===== src/rtl/sgdmac_desc_fetch_if.sv =====
// ---------------------------------------------------------------------------
// sgdmac_desc_fetch_if
//
// Bundles the bus-side signals of the descriptor fetch engine:
//   - AXI read address channel (ar*): descriptor read requests.
//   - AXI read data channel (r*): descriptor words returning from memory.
//   - Descriptor output port (desc_*): decoded descriptor handed to the
//     copy engine with a valid/ready handshake.
//
// Signal names keep the _o/_i suffixes as seen from the fetch engine, so the
// "master" modport is the fetch engine and the "slave" modport is whatever
// sits on the other side (AXI arbiter/memory plus copy engine).
// ---------------------------------------------------------------------------
interface sgdmac_desc_fetch_if;
  // AXI AR channel
  logic [3:0]  arid_o;
  logic [31:0] araddr_o;
  logic [3:0]  arlen_o;
  logic [2:0]  arsize_o;
  logic [1:0]  arburst_o;
  logic        arvalid_o;
  logic        arready_i;

  // AXI R channel
  logic [3:0]  rid_i;
  logic [31:0] rdata_i;
  logic [1:0]  rresp_i;
  logic        rlast_i;
  logic        rvalid_i;
  logic        rready_o;

  // Descriptor output port
  logic        desc_valid_o;
  logic        desc_ready_i;
  logic [31:0] desc_src_o;
  logic [31:0] desc_dst_o;
  logic [15:0] desc_len_o;
  logic        desc_last_o;

  modport master (
    output arid_o, araddr_o, arlen_o, arsize_o, arburst_o, arvalid_o,
    input  arready_i,
    input  rid_i, rdata_i, rresp_i, rlast_i, rvalid_i,
    output rready_o,
    output desc_valid_o, desc_src_o, desc_dst_o, desc_len_o, desc_last_o,
    input  desc_ready_i
  );

  modport slave (
    input  arid_o, araddr_o, arlen_o, arsize_o, arburst_o, arvalid_o,
    output arready_i,
    output rid_i, rdata_i, rresp_i, rlast_i, rvalid_i,
    input  rready_o,
    input  desc_valid_o, desc_src_o, desc_dst_o, desc_len_o, desc_last_o,
    output desc_ready_i
  );
endinterface


===== src/rtl/sgdmac_desc_fetch.sv =====
// ---------------------------------------------------------------------------
// sgdmac_desc_fetch
//
// Descriptor fetch engine for the scatter-gather DMA. Starting from a head
// pointer it reads each 16-byte descriptor as one 4-beat INCR burst, presents
// {src, dst, len, last} to the copy engine, and follows the next pointer
// until it reads a null next pointer.
//
// Ports:
//   clk         clock, all logic on the rising edge
//   rst_n       asynchronous active-low reset
//   start_i     one-cycle start pulse, honoured only when idle
//   head_ptr_i  first descriptor address (low 4 bits ignored)
//   busy_o      engine is working on a chain
//   done_o      one-cycle pulse when the last descriptor is accepted
//   err_o       sticky read error, cleared by the next accepted start
//   bus         AXI AR/R channels and descriptor output port (master side)
//
// Parameter:
//   DESC_ARID   AXI ID used for every descriptor read
// ---------------------------------------------------------------------------
module sgdmac_desc_fetch #(
  parameter logic [3:0] DESC_ARID = 4'h1
) (
  input  logic                       clk,
  input  logic                       rst_n,
  input  logic                       start_i,
  input  logic [31:0]                head_ptr_i,
  output logic                       busy_o,
  output logic                       done_o,
  output logic                       err_o,
  sgdmac_desc_fetch_if.master        bus
);

  localparam logic [2:0] S_IDLE  = 3'd0;
  localparam logic [2:0] S_AR    = 3'd1;
  localparam logic [2:0] S_R     = 3'd2;
  localparam logic [2:0] S_OUT   = 3'd3;
  localparam logic [2:0] S_DRAIN = 3'd4;

  logic [2:0]  state;
  logic [31:0] cur_ptr;
  logic [1:0]  cnt;
  logic [31:0] src;
  logic [31:0] dst;
  logic [15:0] len;
  logic        last;
  logic [31:0] next_ptr;
  logic        done;
  logic        err;
  logic        beat_err;

  // A beat is bad if the slave flags an error, or if rlast does not land
  // exactly on the fourth beat of the burst.
  always_comb begin
    beat_err = 1'b0;
    if (bus.rresp_i != 2'b00)
      beat_err = 1'b1;
    else if (bus.rlast_i && (cnt != 2'd3))
      beat_err = 1'b1;
    else if (!bus.rlast_i && (cnt == 2'd3))
      beat_err = 1'b1;
  end

  // Main sequencer. done is a single-cycle pulse and defaults low every
  // cycle; the descriptor words are captured straight off the R channel
  // and only become visible downstream once the state reaches S_OUT.
  always_ff @(posedge clk or negedge rst_n) begin
    if (!rst_n) begin
      state    <= S_IDLE;
      cur_ptr  <= 32'h0;
      cnt      <= 2'd0;
      src      <= 32'h0;
      dst      <= 32'h0;
      len      <= 16'h0;
      last     <= 1'b0;
      next_ptr <= 32'h0;
      done     <= 1'b0;
      err      <= 1'b0;
    end else begin
      done <= 1'b0;
      case (state)
        S_IDLE: begin
          if (start_i) begin
            cur_ptr <= head_ptr_i & ~32'hF;
            err     <= 1'b0;
            state   <= S_AR;
          end
        end

        S_AR: begin
          if (bus.arready_i) begin
            cnt   <= 2'd0;
            state <= S_R;
          end
        end

        S_R: begin
          if (bus.rvalid_i) begin
            case (cnt)
              2'd0: src <= bus.rdata_i;
              2'd1: dst <= bus.rdata_i;
              2'd2: len <= bus.rdata_i[15:0];
              default: begin
                next_ptr <= bus.rdata_i;
                last     <= (bus.rdata_i == 32'h0);
              end
            endcase
            cnt <= cnt + 2'd1;
            // An error beat that already closes the burst can return to idle
            // directly; otherwise the rest of the burst must be swallowed.
            if (beat_err) begin
              err   <= 1'b1;
              state <= bus.rlast_i ? S_IDLE : S_DRAIN;
            end else if (cnt == 2'd3) begin
              state <= S_OUT;
            end
          end
        end

        S_DRAIN: begin
          if (bus.rvalid_i && bus.rlast_i)
            state <= S_IDLE;
        end

        S_OUT: begin
          if (bus.desc_ready_i) begin
            if (last) begin
              done  <= 1'b1;
              state <= S_IDLE;
            end else begin
              cur_ptr <= next_ptr & ~32'hF;
              state   <= S_AR;
            end
          end
        end

        default: state <= S_IDLE;
      endcase
    end
  end

  // Handshake outputs decode directly from the registered state, so they
  // are glitch-free and all drop to zero under reset.
  assign bus.arvalid_o    = (state == S_AR);
  assign bus.rready_o     = (state == S_R) || (state == S_DRAIN);
  assign bus.desc_valid_o = (state == S_OUT);
  assign busy_o           = (state != S_IDLE);
  assign done_o           = done;
  assign err_o            = err;

  assign bus.arid_o    = DESC_ARID;
  assign bus.araddr_o  = cur_ptr;
  assign bus.arlen_o   = 4'd3;
  assign bus.arsize_o  = 3'd2;
  assign bus.arburst_o = 2'b01;

  assign bus.desc_src_o  = src;
  assign bus.desc_dst_o  = dst;
  assign bus.desc_len_o  = len;
  assign bus.desc_last_o = last;

endmodule


===== src/flat_wrapper.sv =====
// flat-port wrapper written by rule: the top's interface ports become plain ports
module sgdmac_desc_fetch_flat 
#(
  parameter logic [3:0] DESC_ARID = 4'h1
)
  (clk, rst_n, start_i, head_ptr_i, busy_o, done_o, err_o, bus_arid_o, bus_araddr_o, bus_arlen_o, bus_arsize_o, bus_arburst_o, bus_arvalid_o, bus_arready_i, bus_rid_i, bus_rdata_i, bus_rresp_i, bus_rlast_i, bus_rvalid_i, bus_rready_o, bus_desc_valid_o, bus_desc_src_o, bus_desc_dst_o, bus_desc_len_o, bus_desc_last_o, bus_desc_ready_i);
  sgdmac_desc_fetch_if bus_i ();
  input  logic clk;
  input  logic rst_n;
  input  logic start_i;
  input  logic [31:0] head_ptr_i;
  output logic busy_o;
  output logic done_o;
  output logic err_o;
  output wire logic [$bits(bus_i.arid_o)-1:0] bus_arid_o;
  output wire logic [$bits(bus_i.araddr_o)-1:0] bus_araddr_o;
  output wire logic [$bits(bus_i.arlen_o)-1:0] bus_arlen_o;
  output wire logic [$bits(bus_i.arsize_o)-1:0] bus_arsize_o;
  output wire logic [$bits(bus_i.arburst_o)-1:0] bus_arburst_o;
  output wire logic [$bits(bus_i.arvalid_o)-1:0] bus_arvalid_o;
  input wire logic [$bits(bus_i.arready_i)-1:0] bus_arready_i;
  input wire logic [$bits(bus_i.rid_i)-1:0] bus_rid_i;
  input wire logic [$bits(bus_i.rdata_i)-1:0] bus_rdata_i;
  input wire logic [$bits(bus_i.rresp_i)-1:0] bus_rresp_i;
  input wire logic [$bits(bus_i.rlast_i)-1:0] bus_rlast_i;
  input wire logic [$bits(bus_i.rvalid_i)-1:0] bus_rvalid_i;
  output wire logic [$bits(bus_i.rready_o)-1:0] bus_rready_o;
  output wire logic [$bits(bus_i.desc_valid_o)-1:0] bus_desc_valid_o;
  output wire logic [$bits(bus_i.desc_src_o)-1:0] bus_desc_src_o;
  output wire logic [$bits(bus_i.desc_dst_o)-1:0] bus_desc_dst_o;
  output wire logic [$bits(bus_i.desc_len_o)-1:0] bus_desc_len_o;
  output wire logic [$bits(bus_i.desc_last_o)-1:0] bus_desc_last_o;
  input wire logic [$bits(bus_i.desc_ready_i)-1:0] bus_desc_ready_i;
  assign bus_arid_o = bus_i.arid_o;
  assign bus_araddr_o = bus_i.araddr_o;
  assign bus_arlen_o = bus_i.arlen_o;
  assign bus_arsize_o = bus_i.arsize_o;
  assign bus_arburst_o = bus_i.arburst_o;
  assign bus_arvalid_o = bus_i.arvalid_o;
  assign bus_i.arready_i = bus_arready_i;
  assign bus_i.rid_i = bus_rid_i;
  assign bus_i.rdata_i = bus_rdata_i;
  assign bus_i.rresp_i = bus_rresp_i;
  assign bus_i.rlast_i = bus_rlast_i;
  assign bus_i.rvalid_i = bus_rvalid_i;
  assign bus_rready_o = bus_i.rready_o;
  assign bus_desc_valid_o = bus_i.desc_valid_o;
  assign bus_desc_src_o = bus_i.desc_src_o;
  assign bus_desc_dst_o = bus_i.desc_dst_o;
  assign bus_desc_len_o = bus_i.desc_len_o;
  assign bus_desc_last_o = bus_i.desc_last_o;
  assign bus_i.desc_ready_i = bus_desc_ready_i;
  sgdmac_desc_fetch #(.DESC_ARID(DESC_ARID)) u_core (.clk(clk), .rst_n(rst_n), .start_i(start_i), .head_ptr_i(head_ptr_i), .busy_o(busy_o), .done_o(done_o), .err_o(err_o), .bus(bus_i));
endmodule

===== config.mk =====
export PLATFORM = sky130hd
export DESIGN_NAME = sgdmac_desc_fetch_flat
export DESIGN_NICKNAME = d
export VERILOG_FILES = /design/src/rtl/sgdmac_desc_fetch_if.sv /design/src/rtl/sgdmac_desc_fetch.sv /design/src/flat_wrapper.sv
export SDC_FILE = /design/constraint.sdc
export NUM_CORES = 1
export LEC_CHECK = 0
export CORE_MARGIN = 4
export CORE_UTILIZATION = 47
export CTS_CLUSTER_DIAMETER = 60
export CTS_CLUSTER_SIZE = 12
export DETAILED_ROUTE_END_ITERATION = 7
export PLACE_DENSITY = 0.83
export REMOVE_ABC_BUFFERS = 1
export SYNTH_ARGS = -nofsm -noshare
export SYNTH_HDL_FRONTEND = slang
export SYNTH_SLANG_ARGS = --single-unit

===== constraint.sdc =====
create_clock -name clk -period 2.2 [get_ports clk]
set_input_delay 0.44 -clock clk [delete_from_list [all_inputs] [get_ports clk]]
set_output_delay 0.44 -clock clk [all_outputs]
set_load 0.05 [all_outputs]

== After elaboration in Yosys (flattened, before gate mapping) ==
Cells that the tools add are included.
Widths: inputs -> output; s select.

* Input bits: 77
* Bits in registers: 152

* $add $sub $neg: 1
* Equal/unequal tests: 16
* Mux-type cells: 27
* Bitwise gates (word level): 1
* Reductions and logical operators: 22

{| class="wikitable"
|+ Operators with widths
! kind !! count
|-
| $mux 32 || 3
|-
| $pmux 32 s2 || 1
|-
| $logic_not 32->1 || 1
|-
| $mux 3 || 8
|-
| $pmux 3 s5 || 1
|-
| $reduce_and 3->1 || 5
|-
| $mux 1 || 10
|-
| $ne 2x1->1 const B || 4
|-
| $ne 2x2->1 const B || 4
|-
| $reduce_and 4->1 || 2
|-
| $reduce_bool 2->1 || 4
|-
| $eq 3x2->1 const B || 2
|-
| $reduce_and 6->1 || 1
|-
| $eq 2x2->1 const B || 2
|-
| $mux 2 || 2
|-
| $pmux 2 s2 || 1
|-
| $eq 3x1->1 const B || 1
|-
| $eq 3x3->1 const B || 1
|-
| $logic_and 1x1->1 || 3
|-
| $logic_not 3->1 || 1
|-
| $ne 3x1->1 const B || 1
|-
| $reduce_bool 3->1 || 1
|-
| $reduce_or 3->1 || 1
|-
| $add 2x1->2 const B || 1
|-
| 6 further kinds || 6
|}

== Depth between registers and ports, before layout ==
* Word-level depth: 8
* Mapped depth: 7
* Depth with buffers taken out: 5

== Worst setup path after synthesis ==
Ideal clock, no wire load.

* Path type: register -> output
* From: reg u_core.state[1]
* To: out bus_rready_o
* Path slack: 0.321 ns
* Path buffers: 1
* Stages on the path, launching flop included: 4
* Arrival time: 1.439 ns
* Data required time: 1.760 ns
* Cells stage by stage: dfrtp_1 > clkbuf_1 > xnor2_1 > nor2_1

* Cells in the longest elaborated chain, start to end: 2

{| class="wikitable"
|+ Ends and longest elaborated chain
! what !! line !! source
|-
| from (decl) || sgdmac_desc_fetch.sv:41 || <nowiki>logic [2:0] state;</nowiki>
|-
| from (signal assigned) || sgdmac_desc_fetch.sv:114 || <nowiki>state <= bus.rlast_i ? S_IDLE : S_DRAIN;</nowiki>
|-
| $eq 3x2->1 or $eq 3x3->1 (tied branches) || sgdmac_desc_fetch.sv:146 || <nowiki>assign bus.rready_o = (state == S_R) || (state == S_DRAIN);</nowiki>
|-
| $logic_or 1x1->1 (*) || sgdmac_desc_fetch.sv:146 ||
|-
| to (decl) || flat_wrapper.sv:27 || <nowiki>output wire logic [$bits(bus_i.rready_o)-1:0] bus_rready_o;</nowiki>
|}

Every way passes the cells marked *; elsewhere a longest branch is shown, timed or not.

== Worst setup path after layout ==
* From: reg u_core.last, in the netlist u_core.bus.desc_last_o
* To: out bus_desc_last_o

{| class="wikitable"
|+ RTL lines
! what !! line !! source
|-
| from (decl) || sgdmac_desc_fetch.sv:47 || <nowiki>logic last;</nowiki>
|-
| from (signal assigned) || sgdmac_desc_fetch.sv:106 || <nowiki>last <= (bus.rdata_i == 32'h0);</nowiki>
|-
| to (decl) || flat_wrapper.sv:32 || <nowiki>output wire logic [$bits(bus_i.desc_last_o)-1:0] bus_desc_last_o;</nowiki>
|}

No word-level cell between the ends.

==> impl_metrics.xml <==
<?xml version="1.0" encoding="UTF-8"?>
<metrics>
  <group name="clocking">
    <metric name="clk_latency" unit="ps">430</metric>
    <metric name="clkSinkCount" unit="">144</metric>
    <metric name="cts.path.max_buffers" unit="">2</metric>
    <metric name="ctsResizeCount" unit="">0</metric>
    <metric name="numCtsBuffers" unit="">17</metric>
    <metric name="path_clk_slew" unit="ps">60</metric>
    <metric name="cts-htree-levels" unit="">4</metric>
    <metric name="cts.hold.buffers_added" unit="">0</metric>
    <metric name="clockRootBuffer" unit="">clkbuf_16</metric>
    <metric name="cts_tree" unit="">yes</metric>
    <metric name="cts_setup_buffers" unit="">0</metric>
  </group>
  <group name="setup_path">
    <metric name="slowest_delay" unit="ps">840</metric>
    <metric name="criticalPathCategory" unit="">register to output pin</metric>
    <metric name="r2r_slack" unit="ps">340</metric>
    <metric name="crit_path_cell_trace" unit="">clkdlybuf4s50_1</metric>
    <metric name="worstRegToRegCells" unit="">4</metric>
    <metric name="cp.buffers_inverters" unit="">1</metric>
    <metric name="setup.worst_path.start_class" unit="">register</metric>
    <metric name="timing.rr.end" unit="">u_core.bus.desc_len_o[6]$_DFFE_PN0P_</metric>
    <metric name="crit_fanout" unit="">5</metric>
    <metric name="setup.worst_path.end_class" unit="">output pin</metric>
    <metric name="cp.depth" unit="">1</metric>
    <metric name="crit-reg2reg-launch" unit="">u_core.state[2]$_DFFE_PN0P_</metric>
    <metric name="timing.critical_path.arrival" unit="ps">1670</metric>
    <metric name="crit_family" unit="">buffers and inverters</metric>
    <metric name="cpMaxStageDelayCell" unit="">clkdlybuf4s50_1</metric>
    <metric name="crit_required" unit="ps">1760</metric>
  </group>
  <group name="sta">
    <metric name="finalCritPeriodShare" unit="%">95.96</metric>
    <metric name="worst-slew-pin-transition" unit="ps">624.6</metric>
    <metric name="hold-worst-slack" unit="ps">16.44</metric>
    <metric name="grt_setup_unrepaired" unit="">no</metric>
    <metric name="fin_crit" unit="ps">2111</metric>
    <metric name="timing.fmax" unit="GHz">0.4737</metric>
    <metric name="setup_viol_count_final" unit="">0</metric>
    <metric name="final_max_slew_viol_count" unit="">0</metric>
    <metric name="finalHoldViolations" unit="">0</metric>
    <metric name="setup_total_negative_slack" unit="ps">0</metric>
    <metric name="timing.clock.skew" unit="ps">9.918</metric>
    <metric name="max-slew-margin-rel" unit="%">58.36</metric>
    <metric name="postLayoutSetupSlackWorst" unit="ps">88.77</metric>
  </group>
  <group name="floorplanning">
    <metric name="chipHeight" unit="um">125.5</metric>
    <metric name="start_util" unit="%">48.41</metric>
    <metric name="core" unit="sq um">13400</metric>
    <metric name="die_area" unit="sq um">15750</metric>
    <metric name="io_pins" unit="">209</metric>
    <metric name="horizontal_die_dimension" unit="um">125.5</metric>
    <metric name="core.rowCount" unit="">42</metric>
  </group>
  <group name="routing">
    <metric name="via_total_after_detailed_routing" unit="">4287</metric>
    <metric name="drt-initial-drc-count" unit="">189</metric>
    <metric name="drt_pass1_iterations" unit="">4</metric>
    <metric name="wl_per_cell" unit="um">19.43</metric>
    <metric name="totalWireLength" unit="mm">16.20</metric>
    <metric name="antenna_violating_nets_post_route" unit="">0</metric>
    <metric name="drc" unit="">0</metric>
    <metric name="via_per_inst" unit="">5.140</metric>
  </group>
  <group name="yosys">
    <metric name="synth-async-reset-ratio" unit="%">100.0</metric>
    <metric name="synth.top_cells.by_area" unit="">dfrtp_1, mux2_4, mux2i_1, a21oi_1, buf_4</metric>
    <metric name="mappedNetlistArea" unit="sq um">6487</metric>
    <metric name="synth_seq_cells" unit="">144</metric>
    <metric name="synth-main-ff-cell" unit="">dfrtp_1</metric>
    <metric name="synth.largest_area_cell" unit="">dfrtp_1</metric>
    <metric name="synth-edff-count" unit="">0</metric>
    <metric name="post-synth-top-area-fraction" unit="%">55.54</metric>
    <metric name="post_synth.cell_area_avg" unit="sq um">14.51</metric>
    <metric name="yosysSeqAreaShare" unit="%">55.54</metric>
    <metric name="synth.lib_cells_used.distinct" unit="">36</metric>
    <metric name="yosysWarningCount" unit="">0</metric>
    <metric name="synthCells" unit="">447</metric>
  </group>
  <group name="global_route">
    <metric name="number_of_antenna_violations_at_the_first_check_in_global_routing" unit="">0</metric>
    <metric name="largest_net_degree_at_the_start_of_global_routing" unit="">65</metric>
    <metric name="first_global_vias" unit="">4821</metric>
    <metric name="grt.total_usage" unit="%">21.14</metric>
    <metric name="grt_first_pass_wirelength" unit="mm">26.23</metric>
    <metric name="globalRouteOverflowTotal" unit="">0</metric>
  </group>
  <group name="run_status">
    <metric name="status" unit="">finished clean</metric>
  </group>
  <group name="placed_design">
    <metric name="place_inst" unit="">802</metric>
    <metric name="place.gp.congestion" unit="">0.7903</metric>
    <metric name="dpl_hpwl" unit="mm">11.64</metric>
    <metric name="worst_slack_after_detailed_placement" unit="ps">41.52</metric>
    <metric name="place.port_buffers" unit="">183</metric>
  </group>
  <group name="job">
    <metric name="maxCapViolCount" unit="">0</metric>
  </group>
  <group name="final_layout">
    <metric name="register_area" unit="sq um">3603</metric>
    <metric name="n_antenna_cell" unit="">0</metric>
    <metric name="layout.nets" unit="">727</metric>
    <metric name="finalNonFillerCells" unit="">834</metric>
    <metric name="final_layout_size_suffix_gt1_share" unit="%">24.77</metric>
    <metric name="syn2layout_area_growth" unit="%">41.54</metric>
    <metric name="multi_input_comb_area" unit="sq um">2623</metric>
    <metric name="final_util" unit="%">68.52</metric>
    <metric name="num-fill-cells" unit="">919</metric>
  </group>
  <group name="power">
    <metric name="power_density" unit="nW/um^2">1811</metric>
    <metric name="p_leak" unit="nW">4.533</metric>
    <metric name="worst_ir_drop_vdd" unit="mV">1.081</metric>
  </group>
  <group name="hold_path">
    <metric name="hp-class" unit="">primary input to asynchronous set/reset pin</metric>
  </group>
</metrics>
-- cells in the mapped netlist, drive strengths merged, types with 2 or more instances --
cell type and count:
nand2b 3, nor3 2, ha 5, dfrtp 144
conb 2, o21ai 5, mux2 108, mux2i 29
or3 3, nor2 32, inv 4, nor4 8
a21oi 33, nand2 12, buf 39, nand4 3
a31oi 2
-- through the flow --
step | area, sq um | power, mW
3_5_place_dp | 8592 | 13.82
6_report | 9183 | 16.63
2_1_floorplan | 6227 | 10.62
5_1_grt | 9183 | 17.32
4_1_cts | 9183 | 16.76
3_3_place_gp | 8592 | 13.58
-- worst max-delay path by stage --
stage,startpoint,endpoint
2_1_floorplan,u_core.state[1]$_DFFE_PN0P_,u_core.bus.araddr_o[10]$_DFFE_PN0P_
3_3_place_gp,bus_rvalid_i,u_core.bus.desc_src_o[1]$_DFFE_PN0P_
3_5_place_dp,bus_rvalid_i,u_core.bus.desc_len_o[3]$_DFFE_PN0P_
4_1_cts,u_core.bus.desc_last_o$_DFFE_PN0P_,bus_desc_last_o
5_1_grt,u_core.bus.desc_last_o$_DFFE_PN0P_,bus_desc_last_o
6_report,u_core.bus.desc_last_o$_DFFE_PN0P_,bus_desc_last_o
-- power breakdown --
part	total (mW)	internal [mW]	switching, mW
Sequential	4.65	3.88	0.771
Clock	2.85	1.72	1.13
Combinational	9.13	3.63	5.51
Total	16.6	9.23	7.41
-- per-layer routing --
layer	global-route usage, %	wire [um]
met1	25.57	6554
met2	35.65	8126
met3	6.994	1224
met4	7.079	295
met5	0	0
-- cell usage in the layout, fill, tap and decap left out, types with 8 or more instances in the layout --
cell type	n
a21oi_1	32
buf_12	12
buf_4	13
clkbuf_16	17
clkdlybuf4s50_1	178
conb_1	17
dfrtp_1	144
mux2_1	10
mux2_4	98
mux2i_1	29
nor2_1	32
nor4_1	8
-- registers in the layout, indices dropped and copies added (netlist names), 2 cells and up --
signal / count
u_core.bus.desc_dst_o: 32
u_core.bus.desc_len_o: 16
u_core.bus.desc_src_o: 32
u_core.next_ptr: 28
u_core.cnt: 2
u_core.state: 3
u_core.bus.araddr_o: 28
-- layout make-up --
cell class | count | area share (%)
multi-input cells | 274 | 28.56
inverters | 4 | 0.1635
clock buffers | 19 | 4.933
repair buffers | 204 | 23.20
flip-flops and latches | 144 | 39.24
clock inverters | 13 | 1.499
well taps | 176 | 2.398
-- kinds of logic after synthesis --
group           after synthesis  share of synthesized area (%)
compound gates               44                          3.607
other cells                   2                         0.1158
buf+inv                      44                          5.111
xor+xnor                      2                         0.2701
fa+ha+maj                     5                         0.9643
flops                       144                          55.54
mux                         137                          28.89
simple gates                 69                          5.497
No activity file was read; power rests on OpenSTA's default activity.
